`config.mk`:
```
export PLATFORM = sky130hd
export DESIGN_NAME = pwm_bank_flat
export DESIGN_NICKNAME = d
export VERILOG_FILES = /design/src/rtl/pwm_bank_if.sv /design/src/rtl/pwm_bank.sv /design/src/flat_wrapper.sv
export SDC_FILE = /design/constraint.sdc
export NUM_CORES = 1
export LEC_CHECK = 0
export BUFFER_PORTS_ARGS = -buffer_cell sky130_fd_sc_hd__buf_2
export CAP_MARGIN = 5
export CORE_AREA = 4 4 89 91
export DETAILED_ROUTE_END_ITERATION = 10
export DIE_AREA = 0 0 93 95
export PLACE_DENSITY_LB_ADDON = 0.2
export SLEW_MARGIN = 20
export SYNTH_ARGS = -nofsm -noshare
export SYNTH_HDL_FRONTEND = slang
export SYNTH_SLANG_ARGS = --single-unit
```
`constraint.sdc`:
```
create_clock -name clk -period 1.7 [get_ports clk]
set_input_delay 0.34 -clock clk [delete_from_list [all_inputs] [get_ports clk]]
set_output_delay 0.34 -clock clk [all_outputs]
set_load 0.01 [all_outputs]
```
`src/rtl/pwm_bank_if.sv`:
```
// Duty-cycle configuration bus for pwm_bank.
// Ports: cfg_we strobe, cfg_sel channel, cfg_duty value.
interface pwm_bank_if #(
  parameter int CW   = 5,
  parameter int SELW = 2
);
  logic            cfg_we;
  logic [SELW-1:0] cfg_sel;
  logic [CW-1:0]   cfg_duty;

  modport master (
    output cfg_we,
    output cfg_sel,
    output cfg_duty
  );

  modport slave (
    input cfg_we,
    input cfg_sel,
    input cfg_duty
  );
endinterface

```
`src/rtl/pwm_bank.sv`:
```
// Multi-channel PWM with a shared frame counter.
// Duty and period writes are double-buffered and
// only take effect at frame wrap.
// Ports: clk, reset (sync, high), en (count enable),
//   period (next terminal count), cfg (duty bus),
//   pwm_out (per channel), count, tick (last count).
module pwm_bank #(
  parameter int NCH          = 4,
  parameter int CW           = 5,
  parameter int SELW         = 2,
  parameter int RESET_PERIOD = 24
) (
  input  logic           clk,
  input  logic           reset,
  input  logic           en,
  input  logic [CW-1:0]  period,
  pwm_bank_if.slave      cfg,
  output logic [NCH-1:0] pwm_out,
  output logic [CW-1:0]  count,
  output logic           tick
);

  logic [CW-1:0] count_q, count_d;
  logic [CW-1:0] per_q, per_d;
  logic [CW-1:0] pend_q [NCH];
  logic [CW-1:0] pend_d [NCH];
  logic [CW-1:0] act_q  [NCH];
  logic [CW-1:0] act_d  [NCH];
  logic          wrap;

  assign wrap  = en & (count_q == per_q);
  assign tick  = wrap;
  assign count = count_q;

  always_comb begin
    count_d = count_q;
    per_d   = per_q;
    pend_d  = pend_q;
    act_d   = act_q;
    if (en) begin
      count_d = wrap ? '0 : count_q + CW'(1);
    end
    if (wrap) begin
      per_d = period;
      act_d = pend_q;
    end
    // Out-of-range selects match no channel.
    // A write landing on the wrap edge goes
    // straight to the active register too.
    for (int k = 0; k < NCH; k++) begin
      if (cfg.cfg_we &&
          cfg.cfg_sel == SELW'(k)) begin
        pend_d[k] = cfg.cfg_duty;
        if (wrap) begin
          act_d[k] = cfg.cfg_duty;
        end
      end
    end
  end

  always_ff @(posedge clk) begin
    if (reset) begin
      count_q <= '0;
      per_q   <= CW'(RESET_PERIOD);
      for (int k = 0; k < NCH; k++) begin
        pend_q[k] <= '0;
        act_q[k]  <= '0;
      end
    end else begin
      count_q <= count_d;
      per_q   <= per_d;
      pend_q  <= pend_d;
      act_q   <= act_d;
    end
  end

  // Compare of registered values only.
  always_comb begin
    pwm_out = '0;
    for (int k = 0; k < NCH; k++) begin
      pwm_out[k] = count_q < act_q[k];
    end
  end

endmodule

```
`src/flat_wrapper.sv`:
```
// flat-port wrapper written by rule: the top's interface ports become plain ports
module pwm_bank_flat 
#(
  parameter int NCH          = 4,
  parameter int CW           = 5,
  parameter int SELW         = 2,
  parameter int RESET_PERIOD = 24
)
  (clk, reset, en, period, pwm_out, count, tick, cfg_cfg_we, cfg_cfg_sel, cfg_cfg_duty);
  pwm_bank_if #(.CW(CW), .SELW(SELW)) cfg_i ();
  input  logic clk;
  input  logic reset;
  input  logic en;
  input  logic [CW-1:0] period;
  output logic [NCH-1:0] pwm_out;
  output logic [CW-1:0] count;
  output logic tick;
  input wire logic [$bits(cfg_i.cfg_we)-1:0] cfg_cfg_we;
  input wire logic [$bits(cfg_i.cfg_sel)-1:0] cfg_cfg_sel;
  input wire logic [$bits(cfg_i.cfg_duty)-1:0] cfg_cfg_duty;
  assign cfg_i.cfg_we = cfg_cfg_we;
  assign cfg_i.cfg_sel = cfg_cfg_sel;
  assign cfg_i.cfg_duty = cfg_cfg_duty;
  pwm_bank #(.NCH(NCH), .CW(CW), .SELW(SELW), .RESET_PERIOD(RESET_PERIOD)) u_core (.clk(clk), .reset(reset), .en(en), .period(period), .cfg(cfg_i), .pwm_out(pwm_out), .count(count), .tick(tick));
endmodule
```
======== Word-level counts from Yosys, hierarchy flattened ========
Index checks and enable logic that the tools add are counted.
cells by class
  $add $sub $neg .......................... 1
  magnitude comparators ................... 4
  equality and inequality tests ........... 4
  multiplexer cells ....................... 10
  bitwise logic cells ..................... 1
  reductions and logical operators ........ 5
operators by type and width
  kind                                                 count
  two-way mux 5 bit                                    9
  less-than comparator 5 bit                           4
  two-way mux 20 bit                                   1
  adder 5 x 1 -> 5 bit, second input constant          1
  equality test 5 bit                                  1
  equality test 2 bit, second input constant           2
  logical AND 1 bit                                    4
  equality test 2 x 1 -> 1 bit, second input constant  1
  logical NOT 2 bit                                    1
  bitwise AND 1 bit                                    1
storage, ports and cells
  register bits after elaboration ......... 50
  bits of input ports ..................... 16
  output and inout port bits .............. 10
  word-level logic and storage cells ...... 35

======== Logic depth before layout (Yosys ltp) ========
  word-level depth ........................ 5
  depth in mapped cells ................... 5
  gate-level depth less buffers ........... 5

======== Worst setup path after synthesis ========
OpenSTA, ideal clock, no wires.
  path type ............................... register -> register
  start ................................... register u_core.count_q[3], in the netlist u_core.count[3]
  end ..................................... register u_core.act_q[0] in the netlist's numbering
  library setup time ...................... 0.121 ns
  arrival ................................. 1.590 ns
  data required time ...................... 1.579 ns
  slack ................................... -0.011 ns
  cell stages (with the launch flop) ...... 6
  buffers on the path ..................... 1
  clock period less this slack ............ 1.711 ns
  cells stage by stage .................... dfxtp_1 > xor2_1 > nor4_2 > and3_4 > buf_12 > mux2_4
on the way
  word-level cells in the longest chain between the ends .. 5
ends and longest elaborated chain
  item                     RTL line        text
  start, declared          pwm_bank.sv:23  logic [CW-1:0] count_q, count_d;
  start signal, assigned   pwm_bank.sv:70  count_q <= count_d;
  equality test 5 bit (*)  pwm_bank.sv:31  assign wrap = en & (count_q == per_q);
  bitwise AND 1 bit (*)    pwm_bank.sv:31
  two-way mux 20 bit       pwm_bank.sv:43  if (wrap) begin
  two-way mux 5 bit        pwm_bank.sv:54  if (wrap) begin
  two-way mux 5 bit (*)    pwm_bank.sv:51  if (cfg.cfg_we &&
  end signal, assigned     pwm_bank.sv:73  act_q <= act_d;
  end, declared            pwm_bank.sv:27  logic [CW-1:0] act_q [NCH];
Mark *: on every way between the ends. The rest lies on a longest branch, timed or not.
A chain may end at the register's enable or synchronous reset.

======== Final worst setup path ========
  start ................................... register u_core.count_q[1], in the netlist u_core.count[1]
  end ..................................... output pwm_out[3]
on the way
  word-level cells in the longest chain between the ends .. 1
ends and longest elaborated chain
  item                        RTL line            text
  less-than comparator 5 bit  pwm_bank.sv:81      pwm_out[k] = count_q < act_q[k];
  end, declared               flat_wrapper.sv:15  output logic [NCH-1:0] pwm_out;
No other way between the ends.

==> results.md <==
* Status: finished, violations left
* Failing checks: setup timing
* Register area at 1010 um^2
* Full die area at 8840 um^2
* Layout cells sized above 1 at 33.6%
* Htree depth at 2
* Worst-Margin Slew at 0.374 ns
* Fmax at 0.534 GHz
* MaxCap Viol Count at 0
* Via Count at 1688
* M3 GR Usage at 2.63%
* Root Buffer: clkbuf_8
* CP endpoint kind: output pin
* Clock-pin slew on the worst setup and hold paths at 0.08 ns
* Worst Hold Class: in -> reg
* GRT overflow at 0
* TritonCTS buffer count at 5
* Area delta synth->final at 23.6%
* Final worst slack at -0.174 ns
* Slew Viols, Final at 0
* Commonest cells after routing, fill and taps aside: dfxtp_1 (45), nor2_1 (40), mux2i_1 (25), buf_2 (25), mux2_4 (20)
* Cell variety after synth at 28
* Pint at 1.61 mW
* IO Port Bufs at 25
* Vias/cell at 4.49
* DRT iter0 DRCs at 54
* PwrDens at 685 nW/um^2
* Reg power frac at 57.4%
* P_leak at 1.30 nW
* Die outline height at 95 um
* Num Clock Sinks at 50
* Startpoint Class: register
* Busiest grt layer: met2
* Final Util at 42.8%
* Synth Register Bits at 50
* Avg Cell Area, Syn at 10.3 um^2
* Routed wire length at 5180 um
* Switch Pwr at 0.485 mW
* Hold_buf cts at 0
* Yosys warning total at 0
* Largest net degree at the start of global routing at 23
* Post-layout nets at 311
* Number of diodes at 0
* Syn nets at 272
* Number of global-route vias before repair at 1690
* Core area at 7140 um^2
* Met1 GRT Util at 17.7%
* ANT nets after route at 0
* Final Hold Viols at 0
* Initial antenna violation count at 0
* Sw Share at 23.2%
* Setup tns final at -0.734 ns
* Gpl congestion at 0.718
* Mapped Cells at 239
* Drt first pass iters at 4
* Total I/O pin count at 26
* Commonest non-fill, non-tap cell in the layout: dfxtp_1
* Max Root-Sink Buffers at 2
* Die Span X at 93 um
* Seq/Total Area, Yosys at 40.5%
* Req. time, crit path at 1.36 ns
* CTS tree: yes
* GRT Overall Usage at 12.8%
* Final setup fails at 12
* Wire per inst at 13.8 um
* Tmin final at 1.87 ns
* Multi-input combinational cell area at 1460 um^2
* Fillers at 736
* Worst Hold Depth at 3
* R2R depth at 6
* Met2 usage at 20.2%
* Unrepaired setup endpoints after global routing: yes
* Crit-path max FO at 3
* Initial Utilization at 34.6%
* Crit path DAT at 1.53 ns
* Worst skew pair latency at 0.29 ns
* Cell row count at 31
* DRC at 0
* Clock Power Share at 32.4%
* Worst slew margin at 75.0%
* Final worst-path cycle share at 110%
* CP Class: reg -> out
* Peak VDD IR at 0.394 mV
* Clock Skew at 0.00461 ns
* First-pass GRT wire length at 8760 um
* Post-DP HPWL at 3710 um
* Cell Area, Synth at 2470 um^2
* Gate power share at 10.2%
[worst max-delay path, stage by stage (launching register included)]
cell and delay (ns):
dfxtp_2 0.34, buf_6 0.13, ha_4 0.25, a21o_1 0.16, a21oi_2 0.07, o21a_1 0.16, buf_2 0.13
[per-layer routing]
layer | wire, um | share of wire, %
met5 | 0 | 0
met4 | 49 | 0.95
met3 | 159 | 3.1
met2 | 2360 | 46
met1 | 2610 | 50
[sequential cells by signal, indices dropped and copies added, names as in the netlist]
| register | count |
|---|---|
| u_core.per_q | 5 |
| u_core.act_q | 20 |
| u_core.pend_q | 20 |
| u_core.count | 5 |
[kinds of logic (layout without fill, tap and decap cells)]
| logic type | after synthesis | in the layout | share of synthesized area (%) |
|---|---|---|---|
| AO/OA/AOI/OAI | 18 | 18 | 4.66 |
| XOR/XNOR | 8 | 8 | 2.84 |
| adder cells (fa/ha/maj) | 17 | 17 | 8.62 |
| buffers and inverters | 26 | 64 | 5.58 |
| flip-flops | 50 | 50 | 40.5 |
| multiplexers | 45 | 45 | 22.3 |
| AND/OR/NAND/NOR | 75 | 75 | 15.5 |
[cell type report]
type,count,share of cell area [%]
clock buffers,6,2.71
inverters,16,1.97
multi-input cells,163,47.8
flip-flops and latches,50,33.1
well taps,99,4.06
repair buffers,42,10.4
[final timing paths]
check | startpoint | slack [ns] | end
worst min-delay path | period[2] | 0.29 | u_core.per_q[2]$_SDFFE_PP0N_
worst min register to register | u_core.per_q[2]$_SDFFE_PP0N_ | 0.49 | u_core.per_q[2]$_SDFFE_PP0N_
worst max-delay path | u_core.count[1]$_SDFFE_PP0P_ | -0.17 | pwm_out[3]
worst max register to register | u_core.per_q[4]$_SDFFE_PP1N_ | -0.01 | u_core.act_q[12]$_SDFF_PP0_
[metrics by stage]
| step | hold slack [ns] | cells | power (mW) | setup WS [ns] | area, um^2 |
|---|---|---|---|---|---|
| 3_3_place_gp | 0.479 | 369 | 1.43 | 0.0390 | 2800 |
| 3_5_place_dp | 0.483 | 369 | 1.43 | 0.0167 | 2800 |
| 5_1_grt | 0.295 | 376 | 2.19 | -0.229 | 3050 |
| 2_1_floorplan | 0.461 | 239 | 1.34 | 0.0274 | 2470 |
| 4_1_cts | 0.284 | 376 | 2.12 | -0.206 | 2970 |
| 6_report | 0.294 | 376 | 2.09 | -0.174 | 3050 |
[cell usage after synthesis]
cell type	number	area (um^2)
and3_4	1	11.3
nor2b_1	4	25.0
nor3_1	3	15.0
nor4_2	1	12.5
mux2_4	20	300
nor2_1	40	150
nor3b_4	1	18.8
or3b_2	1	8.76
nand2b_1	10	62.6
nand3b_1	2	15.0
xor2_1	7	61.3
mux2i_1	25	250
o21a_1	4	30.0
buf_6	1	11.3
nor3b_1	2	15.0
a21oi_1	8	40.0
o31ai_1	1	7.51
buf_12	2	40.0
dfxtp_1	50	1000
ha_1	17	213
nand2_1	6	22.5
nand4_1	2	12.5
nand3_1	1	5.00
xnor2_1	1	8.76
or2b_1	1	7.51
a21o_1	5	37.5
inv_1	16	60.1
clkbuf_1	7	26.3
[what timing repair did]
item,in CTS,in global routing
setup endpoints to repair,5,29
setup buffers,1,0
resized for setup,14,14
pin swaps,18,7
[power by group through the flow]
stage / Sequential [mW] / Combinational (mW) / Clock, mW
floorplan: 1.23 / 0.109 / 0
global placement: 1.23 / 0.199 / 0
detailed placement: 1.23 / 0.198 / 0
CTS: 1.20 / 0.212 / 0.705
global route: 1.20 / 0.237 / 0.746
finish: 1.20 / 0.212 / 0.678
Note: power is estimated with default switching activity, not from simulation.
